[src/rtl/fir_decimator_if.sv]
// Valid/ready bundle between the FIR stage, the decimator and its consumer.
// The slave side is the decimator; the master side is whoever drives samples
// and drains results.
interface fir_decimator_if #(
    parameter int IN_W  = 10,
    parameter int DEPTH = 4
) ();
    localparam int LVL_W = $clog2(DEPTH + 1);

    // Sample input (always accepted, no ready)
    logic             in_valid;
    logic [IN_W-1:0]  in_data;

    // Result output with backpressure
    logic             out_valid;
    logic             out_ready;
    logic [IN_W-1:0]  out_data;

    // Status and control
    logic [LVL_W-1:0] level;
    logic             overflow;
    logic             clr_ovf;

    modport slave (
        input  in_valid,
        input  in_data,
        input  out_ready,
        input  clr_ovf,
        output out_valid,
        output out_data,
        output level,
        output overflow
    );

    modport master (
        output in_valid,
        output in_data,
        output out_ready,
        output clr_ovf,
        input  out_valid,
        input  out_data,
        input  level,
        input  overflow
    );
endinterface

[src/rtl/fir_decimator.sv]
// Block-average decimator for the FIR output stream.
// Every 2^LOG2N valid samples are summed and averaged with round-half-up; the
// result is pushed into a small FIFO presented on a valid/ready port. A result
// that finds the FIFO full (and no pop in the same cycle) is dropped and a
// sticky overflow flag is raised.
module fir_decimator #(
    parameter int IN_W  = 10,
    parameter int LOG2N = 2,
    parameter int DEPTH = 4
) (
    input  logic           clk,
    input  logic           rst,
    fir_decimator_if.slave bus
);
    localparam int N     = 1 << LOG2N;
    localparam int ACC_W = IN_W + LOG2N;
    localparam int PTR_W = $clog2(DEPTH);
    localparam int LVL_W = $clog2(DEPTH + 1);

    // Last sample index of a block, rounding bias and full-FIFO occupancy
    localparam logic [LOG2N-1:0] CNT_LAST = LOG2N'(N - 1);
    localparam logic [ACC_W-1:0] HALF     = ACC_W'(N / 2);
    localparam logic [LVL_W-1:0] FULL     = LVL_W'(DEPTH);

    // Accumulation state
    logic [ACC_W-1:0] acc_q, acc_d;
    logic [LOG2N-1:0] cnt_q, cnt_d;

    // FIFO state
    logic [IN_W-1:0]  mem_q [DEPTH];
    logic [IN_W-1:0]  mem_d [DEPTH];
    logic [PTR_W-1:0] rd_ptr_q, rd_ptr_d;
    logic [PTR_W-1:0] wr_ptr_q, wr_ptr_d;
    logic [LVL_W-1:0] level_q, level_d;
    logic             overflow_q, overflow_d;

    // Per-cycle decisions
    logic             block_done;
    logic [ACC_W-1:0] block_sum;
    logic [IN_W-1:0]  result;
    logic             pop;
    logic             push;
    logic             drop;

    // Accumulate valid samples and form the rounded average on the last one
    // NOTE: every signal written in always_comb gets a default first, so no
    // path through the block can leave it unassigned and infer a latch.
    always_comb begin
        acc_d      = acc_q;
        cnt_d      = cnt_q;
        block_done = 1'b0;
        // The sum plus the half-LSB bias tops out at N*(2^IN_W-1)+N/2, which
        // is below N*2^IN_W, so ACC_W bits never wrap and the shifted result
        // always fits IN_W bits without saturation.
        block_sum  = acc_q + ACC_W'(bus.in_data);
        result     = IN_W'((block_sum + HALF) >> LOG2N);

        if (bus.in_valid) begin
            if (cnt_q == CNT_LAST) begin
                block_done = 1'b1;
                acc_d      = '0;
                cnt_d      = '0;
            end else begin
                acc_d = block_sum;
                cnt_d = cnt_q + LOG2N'(1);
            end
        end
    end

    // FIFO control: pop on handshake, push on block completion, drop if full
    always_comb begin
        mem_d    = mem_q;
        rd_ptr_d = rd_ptr_q;
        wr_ptr_d = wr_ptr_q;
        level_d  = level_q;

        pop  = (level_q != '0) && bus.out_ready;
        // A pop in the same cycle frees the slot the push needs, so a full
        // FIFO still takes the result: the head advances while the tail
        // overwrites the slot being read out this cycle.
        push = block_done && ((level_q != FULL) || pop);
        drop = block_done && !push;

        if (push) begin
            mem_d[wr_ptr_q] = result;
            wr_ptr_d        = wr_ptr_q + PTR_W'(1);
        end
        if (pop) begin
            rd_ptr_d = rd_ptr_q + PTR_W'(1);
        end

        if (push && !pop) begin
            level_d = level_q + LVL_W'(1);
        end else if (pop && !push) begin
            level_d = level_q - LVL_W'(1);
        end
    end

    // Sticky overflow: a drop takes priority over a clear in the same cycle
    always_comb begin
        overflow_d = overflow_q;
        if (drop) begin
            overflow_d = 1'b1;
        end else if (bus.clr_ovf) begin
            overflow_d = 1'b0;
        end
    end

    // State registers with asynchronous active-low reset
    // NOTE: sequential state uses non-blocking assignments so every flop
    // samples the pre-edge values, independent of statement order.
    always_ff @(posedge clk or negedge rst) begin
        if (!rst) begin
            acc_q      <= '0;
            cnt_q      <= '0;
            rd_ptr_q   <= '0;
            wr_ptr_q   <= '0;
            level_q    <= '0;
            overflow_q <= 1'b0;
            // NOTE: the storage is reset as well because out_data reads the
            // head slot directly and must show 0 while the FIFO is empty after
            // reset; this keeps the memory in flops rather than a RAM macro.
            for (int i = 0; i < DEPTH; i++) begin
                mem_q[i] <= '0;
            end
        end else begin
            acc_q      <= acc_d;
            cnt_q      <= cnt_d;
            rd_ptr_q   <= rd_ptr_d;
            wr_ptr_q   <= wr_ptr_d;
            level_q    <= level_d;
            overflow_q <= overflow_d;
            mem_q      <= mem_d;
        end
    end

    // Outputs come from registers and storage only; out_ready never reaches
    // them combinationally.
    assign bus.out_valid = (level_q != '0);
    assign bus.out_data  = mem_q[rd_ptr_q];
    assign bus.level     = level_q;
    assign bus.overflow  = overflow_q;

endmodule

[src/flat_wrapper.sv]
// flat-port wrapper written by rule: the top's interface ports become plain ports
module fir_decimator_flat 
#(
    parameter int IN_W  = 10,
    parameter int LOG2N = 2,
    parameter int DEPTH = 4
)
  (clk, rst, bus_in_valid, bus_in_data, bus_out_ready, bus_clr_ovf, bus_out_valid, bus_out_data, bus_level, bus_overflow);
  fir_decimator_if #(.IN_W(IN_W), .DEPTH(DEPTH)) bus_i ();
  input  logic clk;
  input  logic rst;
  input wire logic [$bits(bus_i.in_valid)-1:0] bus_in_valid;
  input wire logic [$bits(bus_i.in_data)-1:0] bus_in_data;
  input wire logic [$bits(bus_i.out_ready)-1:0] bus_out_ready;
  input wire logic [$bits(bus_i.clr_ovf)-1:0] bus_clr_ovf;
  output wire logic [$bits(bus_i.out_valid)-1:0] bus_out_valid;
  output wire logic [$bits(bus_i.out_data)-1:0] bus_out_data;
  output wire logic [$bits(bus_i.level)-1:0] bus_level;
  output wire logic [$bits(bus_i.overflow)-1:0] bus_overflow;
  assign bus_i.in_valid = bus_in_valid;
  assign bus_i.in_data = bus_in_data;
  assign bus_i.out_ready = bus_out_ready;
  assign bus_i.clr_ovf = bus_clr_ovf;
  assign bus_out_valid = bus_i.out_valid;
  assign bus_out_data = bus_i.out_data;
  assign bus_level = bus_i.level;
  assign bus_overflow = bus_i.overflow;
  fir_decimator #(.IN_W(IN_W), .LOG2N(LOG2N), .DEPTH(DEPTH)) u_core (.clk(clk), .rst(rst), .bus(bus_i));
endmodule
[config.mk]
export PLATFORM = sky130hd
export DESIGN_NAME = fir_decimator_flat
export DESIGN_NICKNAME = d
export VERILOG_FILES = /design/src/rtl/fir_decimator_if.sv /design/src/rtl/fir_decimator.sv /design/src/flat_wrapper.sv
export SDC_FILE = /design/constraint.sdc
export NUM_CORES = 1
export LEC_CHECK = 0
export CORE_MARGIN = 4
export CORE_UTILIZATION = 62
export CTS_CLUSTER_DIAMETER = 150
export CTS_CLUSTER_SIZE = 24
export DETAILED_ROUTE_END_ITERATION = 8
export PLACE_DENSITY = 0.89
export SLEW_MARGIN = 20
export SYNTH_ARGS = -nofsm -noshare
export SYNTH_HDL_FRONTEND = slang
export SYNTH_SLANG_ARGS = --single-unit
[constraint.sdc]
create_clock -name clk -period 6.09 [get_ports clk]
set_clock_uncertainty 0.2 [all_clocks]
set_input_delay 1.827 -clock clk [delete_from_list [all_inputs] [get_ports clk]]
set_output_delay 1.827 -clock clk [all_outputs]
set_load 0.005 [all_outputs]
==> summary.md, run 1 <==
| Metric | Value |
|---|---|
| Status | `finished clean` |
| Hold_ws | `0.2803 ns` |
| Hold Path Cell Cnt | `2` |
| Leading area contributor after synthesis | `dfrtp_1` |
| Final setup fails | `0` |
| Dpl cells | `402` |
| Area Growth Syn to Fin | `16.22%` |
| Critical path buffers and inverters | `2` |
| Register area share after synthesis | `45.82%` |
| Post-route DRC | `0` |
| Antenna-violating nets left | `0` |
| Commonest non-fill, non-tap cell in the layout | `dfrtp_1` |
| Final hold vios | `0` |
| Worst reg-to-reg setup slack | `2.60 ns` |
| Nets | `377` |
| Reg2reg start | `u_core.acc_q[0]` |
| HP Start | `u_core.mem_q[21]` |
| Area share of the largest cell type after synthesis | `45.82%` |
| Worst EP arrival | `5.12 ns` |
| Final Slew Violations | `0` |
| CTS max path bufs | `2` |
| Sequential cell area | `1551 um2` |
| Min Tclk post-route | `5.079 ns` |
| Post-CTS resize count | `0` |
| Io pins | `30` |
| Largest net degree at the start of global routing | `63` |
| Cell variety after synth | `42` |
| Hold WC Path Type | `reg -> reg` |
| Cts hold-fix bufs | `0` |
| Clk Latency, worst-skew pair | `0.34 ns` |
| Cell Chain, Critical Path | `clkdlybuf4s50_1, ha_1, inv_1, fa_1, nand2b_1, a2111oi_4, a311oi_2, or2_1, or4_4, o31a_1, o31ai_1` |
| Final period utilization | `83.40%` |
| Initial DRT Pass Iterations | `7` |
| DPL Wire Length | `4774 um` |
| Max cap viols | `0` |
| Initial antenna violation count | `0` |
| Chip height | `81.90 um` |
| Cells after Synth | `312` |
| FMAX | `196.9 MHz` |
| Multi-input combinational cell area | `1695 um2` |
| Initial drt markers | `140` |
| Worst Hold Path EP | `u_core.mem_q[21]` |
| GR Overflow Total | `0` |
| Top_reg_cell synth | `dfrtp_1` |
| CP max-delay cell | `or4_4` |
| Syn Std Cell Area | `3386 um2` |
| Crit path largest cell delay | `0.57 ns` |
| Non-filler cells, final | `418` |
| Async SR Flop Fraction | `100.0%` |
| Critical Path Stages | `11` |
| CP Max Fanout | `4` |
| Area of the die | `6707 um2` |
| WP data required | `6.13 ns` |
| CTS tree | `done` |
| GRT Total Usage | `23.88%` |
| Fraction of layout cells with a size suffix above 1 | `14.66%` |
| Number of global-route vias before repair | `2521` |
| H-tree Lvls | `3` |
| # fillers | `355` |
| Worst-Margin Slew | `0.7585 ns` |
| Pleak | `1.716 nW` |
| Via density | `5.787` |
| Vias after detailed routing | `2419` |
| Worst vdd ir | `0.0002745 V` |
| Final Wtd Congestion | `0.8005` |
| Family with the most delay on the worst path | `simple AND/OR/NAND/NOR gates` |
| Count of input and output buffers | `29` |
| Ranking of synthesized cells by area | `dfrtp_1, mux4_2, mux2_2` |
| Ys Warns | `0` |
| P per Cell Area | `587.1 nW/um2` |
| Crit Path Category | `in -> reg` |
| First-pass GRT wire length | `12000 um` |
| Width of the die | `81.90 um` |
| RSZ-0062 raised after global routing | `no` |
| Ant diodes | `0` |
| EDFF count, synth | `0` |
| Worst R2R End | `u_core.mem_q[19]` |
| Commonest cells after routing, fill and taps aside | `dfrtp_1, nand2_1, o21ai_0, clkdlybuf4s50_1, inv_1` |
| Synth Register Bits | `62` |
| R2R cell count | `10` |
| Postcts setup bufs | `0` |
| Final wirelength | `6755 um` |
| Core Region | `5205 um2` |
| Number of buffers created by CTS | `9` |
| Clk slew on worst S/H paths | `0.06 ns` |
| Starting Density | `65.05%` |
| Routed wire length per instance | `16.16 um` |
| Power Total | `0.002310 W` |
| Post-Syn Area per Cell | `10.85 um2` |
| Rows | `26` |
| CP Launch Type | `input pin` |
| Max-Slew Margin vs Limit | `49.32%` |
| Sink Count | `62` |
| Post-route setup TNS | `0 ns` |
| Crit. End Element | `register` |
| Root buf cell | `clkbuf_8` |
| Syn_nets | `346` |
## worst register-to-register path, cell delays in order (launching register included)
cell	delay, ns
dfrtp_1	0.35
ha_1	0.19
inv_1	0.06
fa_1	0.42
nand2b_1	0.24
a2111oi_4	0.34
a311oi_2	0.11
or2_1	0.31
or4_4	0.57
o31a_1	0.34
o31ai_1	0.25
## cell families (layout without fill, tap and decap cells)
| kind of cell | Yosys count | count (layout) | share of synthesized area (%) |
|---|---|---|---|
| xor gates and xnor gates | 19 | 19 | 4.915 |
| AOI/OAI and AO/OA | 74 | 74 | 14.19 |
| DFF | 62 | 62 | 45.82 |
| buffers and inverters | 35 | 71 | 4.102 |
| adders and majority gates | 19 | 19 | 7.465 |
| and+or+nand+nor | 74 | 74 | 10.53 |
| muxes | 29 | 29 | 12.97 |
## cells in the mapped netlist, types with 2 or more instances
cell type  number
nand2_1        35
nor3b_1         2
a21oi_1         9
o31ai_1         6
inv_1          25
a21o_1          4
clkbuf_1        8
mux4_2         10
nor4b_1         2
xnor2_1        15
o21ai_0        28
o21ai_1         2
nand3b_1        3
a2111oi_0       2
o22ai_1        10
mux2_2         19
a211oi_1        4
nor2_1         15
o21a_1          2
nand3_1         4
xor2_1          4
ha_1           17
fa_1            2
nand2b_1        4
o211ai_1        2
dfrtp_1        62
## layout make-up
cell class	instances	area share, %
clock buffers	10	3.243
clock inverters	6	2.194
inverters	25	2.385
multi-input cells	215	43.08
flip-flops and latches	62	39.43
well taps	70	2.226
repair buffers	30	7.440
## routing by layer
layer	vias up	part of all wire, %	wire (um)	GRT usage (%)
li1	1168	-	-	-
met1	1191	45	3010	30.91
met2	52	50	3386	39.82
met3	8	4.4	295	7.237
met4	0	0.90	61	4.983
met5	-	0	0	0
## power by group
group,switching [W],internal (W),total [W]
combinational,0.000592,0.000576,0.00117
clock,0.000158,0.000230,0.000388
sequential,0.000151,0.000604,0.000755
total,0.000901,0.00141,0.00231
## registers in the layout (all words and copies together) (netlist names)
register / flops
u_core.cnt_q: 2
u_core.bus.overflow: 1
u_core.mem_q: 40
u_core.acc_q: 12
u_core.bus.level: 3
u_core.wr_ptr_q: 2
u_core.rd_ptr_q: 2
## worst max path at each step
stage	end	startpoint	slack [ns]
after floorplan	u_core.mem_q[9]	bus_in_data[0]	1.37
after global placement	u_core.mem_q[9]	bus_in_data[0]	0.77
after detailed placement	u_core.mem_q[19]	bus_in_data[0]	0.68
after CTS	u_core.mem_q[19]	bus_in_data[0]	1.02
after global routing	u_core.mem_q[18]	bus_in_data[0]	0.76
final	u_core.mem_q[19]	bus_in_data[0]	1.01
## metrics by stage
step	cell area [um2]	utilization, %	setup WS, ns
2_1_floorplan	3386	-	1.366
3_3_place_gp	3721	71.49	0.7720
3_5_place_dp	3721	71.49	0.6786
4_1_cts	3935	75.60	1.023
5_1_grt	3935	75.60	0.7649
6_report	3935	75.60	1.011
Power figures use the tool's default switching activity.
==> run 2, diff against run 1 <==
--- a/config.mk
+++ b/config.mk
@@ -6,11 +6,11 @@
 export NUM_CORES = 1
 export LEC_CHECK = 0
 export CORE_MARGIN = 4
-export CORE_UTILIZATION = 62
+export CORE_UTILIZATION = 52
 export CTS_CLUSTER_DIAMETER = 150
 export CTS_CLUSTER_SIZE = 24
 export DETAILED_ROUTE_END_ITERATION = 8
-export PLACE_DENSITY = 0.89
+export PLACE_DENSITY = 0.8
 export SLEW_MARGIN = 20
 export SYNTH_ARGS = -nofsm -noshare
 export SYNTH_HDL_FRONTEND = slang
==> constraint.sdc (replaced) <==
create_clock -name clk -period 4.6 [get_ports clk]
set_clock_uncertainty 0.2 [all_clocks]
set_input_delay 1.38 -clock clk [delete_from_list [all_inputs] [get_ports clk]]
set_output_delay 1.38 -clock clk [all_outputs]
set_load 0.005 [all_outputs]
==> summary.md, run 2 (synthesis results as in run 1) <==
| Metric | Value |
|---|---|
| Chip height | `88.69 um (was 81.90 um)` |
| Reg with most FFs | `u_core.mem_q (unchanged)` |
| Number of global-route vias before repair | `2476 (was 2521)` |
| Worst vdd ir | `0.0003968 V (was 0.0002745 V)` |
| Sequential share of power | `31.7% (was 32.7%)` |
| Postcts setup bufs | `0 (unchanged)` |
| Initial drt markers | `106 (was 140)` |
| Cts hold-fix bufs | `0 (unchanged)` |
| R2R cell count | `10 (unchanged)` |
| Hold Path Cell Cnt | `2 (unchanged)` |
| Nets | `389 (was 377)` |
| Reg2reg start | `u_core.acc_q[0] (unchanged)` |
| DPL Wire Length | `4981 um (was 4774 um)` |
| RSZ-0062 raised after global routing | `no (unchanged)` |
| Number of buffers created by CTS | `9 (unchanged)` |
| Final wirelength | `6889 um (was 6755 um)` |
| Final period utilization | `96.21%` |
| Commonest non-fill, non-tap cell in the layout | `dfrtp_1 (unchanged)` |
| Hold WC Path Type | `reg -> reg (unchanged)` |
| CP Max Fanout | `4 (unchanged)` |
| Worst R2R End | `u_core.mem_q[29] (was u_core.mem_q[19])` |
| Routed wire length per instance | `15.76 um (was 16.16 um)` |
| Post-route cell area | `4058 um2 (was 3935 um2)` |
| Area Growth Syn to Fin | `19.84% (was 16.22%)` |
| Vias after detailed routing | `2460 (was 2419)` |
| Power Total | `0.003161 W (was 0.002310 W)` |
| Clock power frac | `15.3% (was 16.8%)` |
| CTS max path bufs | `2 (unchanged)` |
| Core Region | `6350 um2 (was 5205 um2)` |
| Area of the die | `7866 um2 (was 6707 um2)` |
| Max cap viols | `0 (unchanged)` |
| Switching power | `0.001226 W (was 0.0009010 W)` |
| WP data required | `4.63 ns (was 6.13 ns)` |
| Sw Share | `38.80% (was 39.00%)` |
| Commonest cells after routing, fill and taps aside | `dfrtp_1, nand2_1, o21ai_0, clkdlybuf4s50_1, inv_1 (unchanged)` |
| Count of input and output buffers | `29 (unchanged)` |
| Combinational share of power | `53.0% (was 50.6%)` |
| Io pins | `30 (unchanged)` |
| Width of the die | `88.69 um (was 81.90 um)` |
| HP Start | `u_core.mem_q[19] (was u_core.mem_q[21])` |
| P per Cell Area | `778.9 nW/um2 (was 587.1 nW/um2)` |
| Via density | `5.629 (was 5.787)` |
| Final Slew Violations | `0 (unchanged)` |
| Final Wtd Congestion | `0.8130 (was 0.8005)` |
| Clk slew on worst S/H paths | `0.06 ns (about the same)` |
| Worst reg-to-reg setup slack | `1.32 ns (was 2.60 ns)` |
| GR Overflow Total | `0 (unchanged)` |
| CTS tree | `done (unchanged)` |
| Max reg flops | `40 (unchanged)` |
| Final setup fails | `0 (unchanged)` |
| GRT Total Usage | `19.54% (was 23.88%)` |
| Max-Slew Margin vs Limit | `41.29% (was 49.32%)` |
| Post-route DRC | `0 (unchanged)` |
| Initial DRT Pass Iterations | `5 (was 7)` |
| Final hold vios | `0 (unchanged)` |
| Sink Count | `62 (unchanged)` |
| First-pass GRT wire length | `11750 um (was 12000 um)` |
| H-tree Lvls | `3 (unchanged)` |
| Worst-Margin Slew | `0.8807 ns (was 0.7585 ns)` |
| Root buf cell | `clkbuf_8 (unchanged)` |
| Pleak | `1.781 nW (was 1.716 nW)` |
| Internal power | `0.001934 W (was 0.001409 W)` |
| Fraction of layout cells with a size suffix above 1 | `18.61% (was 14.66%)` |
| CP Launch Type | `input pin (unchanged)` |
| FMAX | `226.0 MHz` |
| Worst Hold Path EP | `u_core.mem_q[19] (was u_core.mem_q[21])` |
| Starting Density | `53.32% (was 65.05%)` |
| Crit Path Category | `in -> reg (unchanged)` |
| Antenna-violating nets left | `0 (unchanged)` |
| Crit. End Element | `register (unchanged)` |
| Placed inst area | `3820 um2 (was 3721 um2)` |
| Initial antenna violation count | `0 (unchanged)` |
| Worst EP arrival | `4.46 ns (was 5.12 ns)` |
| Hold_ws | `0.2773 ns (was 0.2803 ns)` |
| Clk Latency, worst-skew pair | `0.34 ns (about the same)` |
| Status | `finished clean (unchanged)` |
| Rows | `29 (was 26)` |
| Post-route setup TNS | `0 ns (unchanged)` |
| Min Tclk post-route | `4.426 ns` |
| Largest net degree at the start of global routing | `40 (was 63)` |
| Ant diodes | `0 (unchanged)` |
==> run 2: repair_timing <==
item,in CTS,in global routing
gates resized for setup,0,8
endpoints found under the setup margin,0,12
endpoints found under the hold margin,0,0
==> run 2: stage by stage <==
stage	util, %	worst slack [ns]	instances
6_report	63.90	0.1744	437
5_1_grt	63.90	0.06732	437
4_1_cts	63.33	0.06284	437
3_5_place_dp	60.16	-0.2920	421
3_3_place_gp	60.16	-0.1857	421
2_1_floorplan	-	0.3234	312
==> run 2: power by group through the flow <==
stage               combinational, W  clock [W]  sequential (W)
CTS                          0.00165   0.000490         0.00101
floorplan                    0.00112          0        0.000915
detailed placement           0.00164          0         0.00101
global route                 0.00186   0.000516         0.00104
global placement             0.00159          0        0.000991
finish                       0.00167   0.000484         0.00100
==> run 2: worst max-delay path, cell delays in order <==
cell,delay [ns]
clkdlybuf4s50_1,0.46
ha_1,0.16
inv_1,0.06
fa_2,0.36
nand2b_4,0.17
a2111oi_4,0.30
a311oi_2,0.09
or2_1,0.27
or4_4,0.58
o31a_1,0.37
o31ai_1,0.25
==> run 2: layer usage <==
layer | global-route usage [%] | vias to the layer above | wire (um)
li1 | - | 1192 | -
met1 | 25.63 | 1207 | 2970
met2 | 31.98 | 49 | 3519
met3 | 5.028 | 12 | 299
met4 | 5.907 | 0 | 99
met5 | 0 | - | 0
==> run 2: final cells by class <==
type | count | area [um2]
fill | 501 | 2292
clock inverter | 3 | 42.54
sequential | 62 | 1551
inverter | 25 | 93.84
tap | 77 | 96.34
multi-input combinational | 215 | 1732
clock buffer | 13 | 158.9
timing repair buffer | 42 | 382.9
==> run 2: worst max-delay path by stage <==
stage	startpoint	endpoint	slack, ns	cells past startpoint
floorplan	bus_in_data[0]	u_core.mem_q[9]	0.32	10
global placement	bus_in_data[0]	u_core.mem_q[9]	-0.19	11
detailed placement	bus_in_data[0]	u_core.mem_q[9]	-0.29	11
CTS	bus_in_data[0]	u_core.mem_q[9]	0.06	11
global route	bus_in_data[0]	u_core.mem_q[19]	0.07	11
finish	bus_in_data[0]	u_core.mem_q[29]	0.17	11
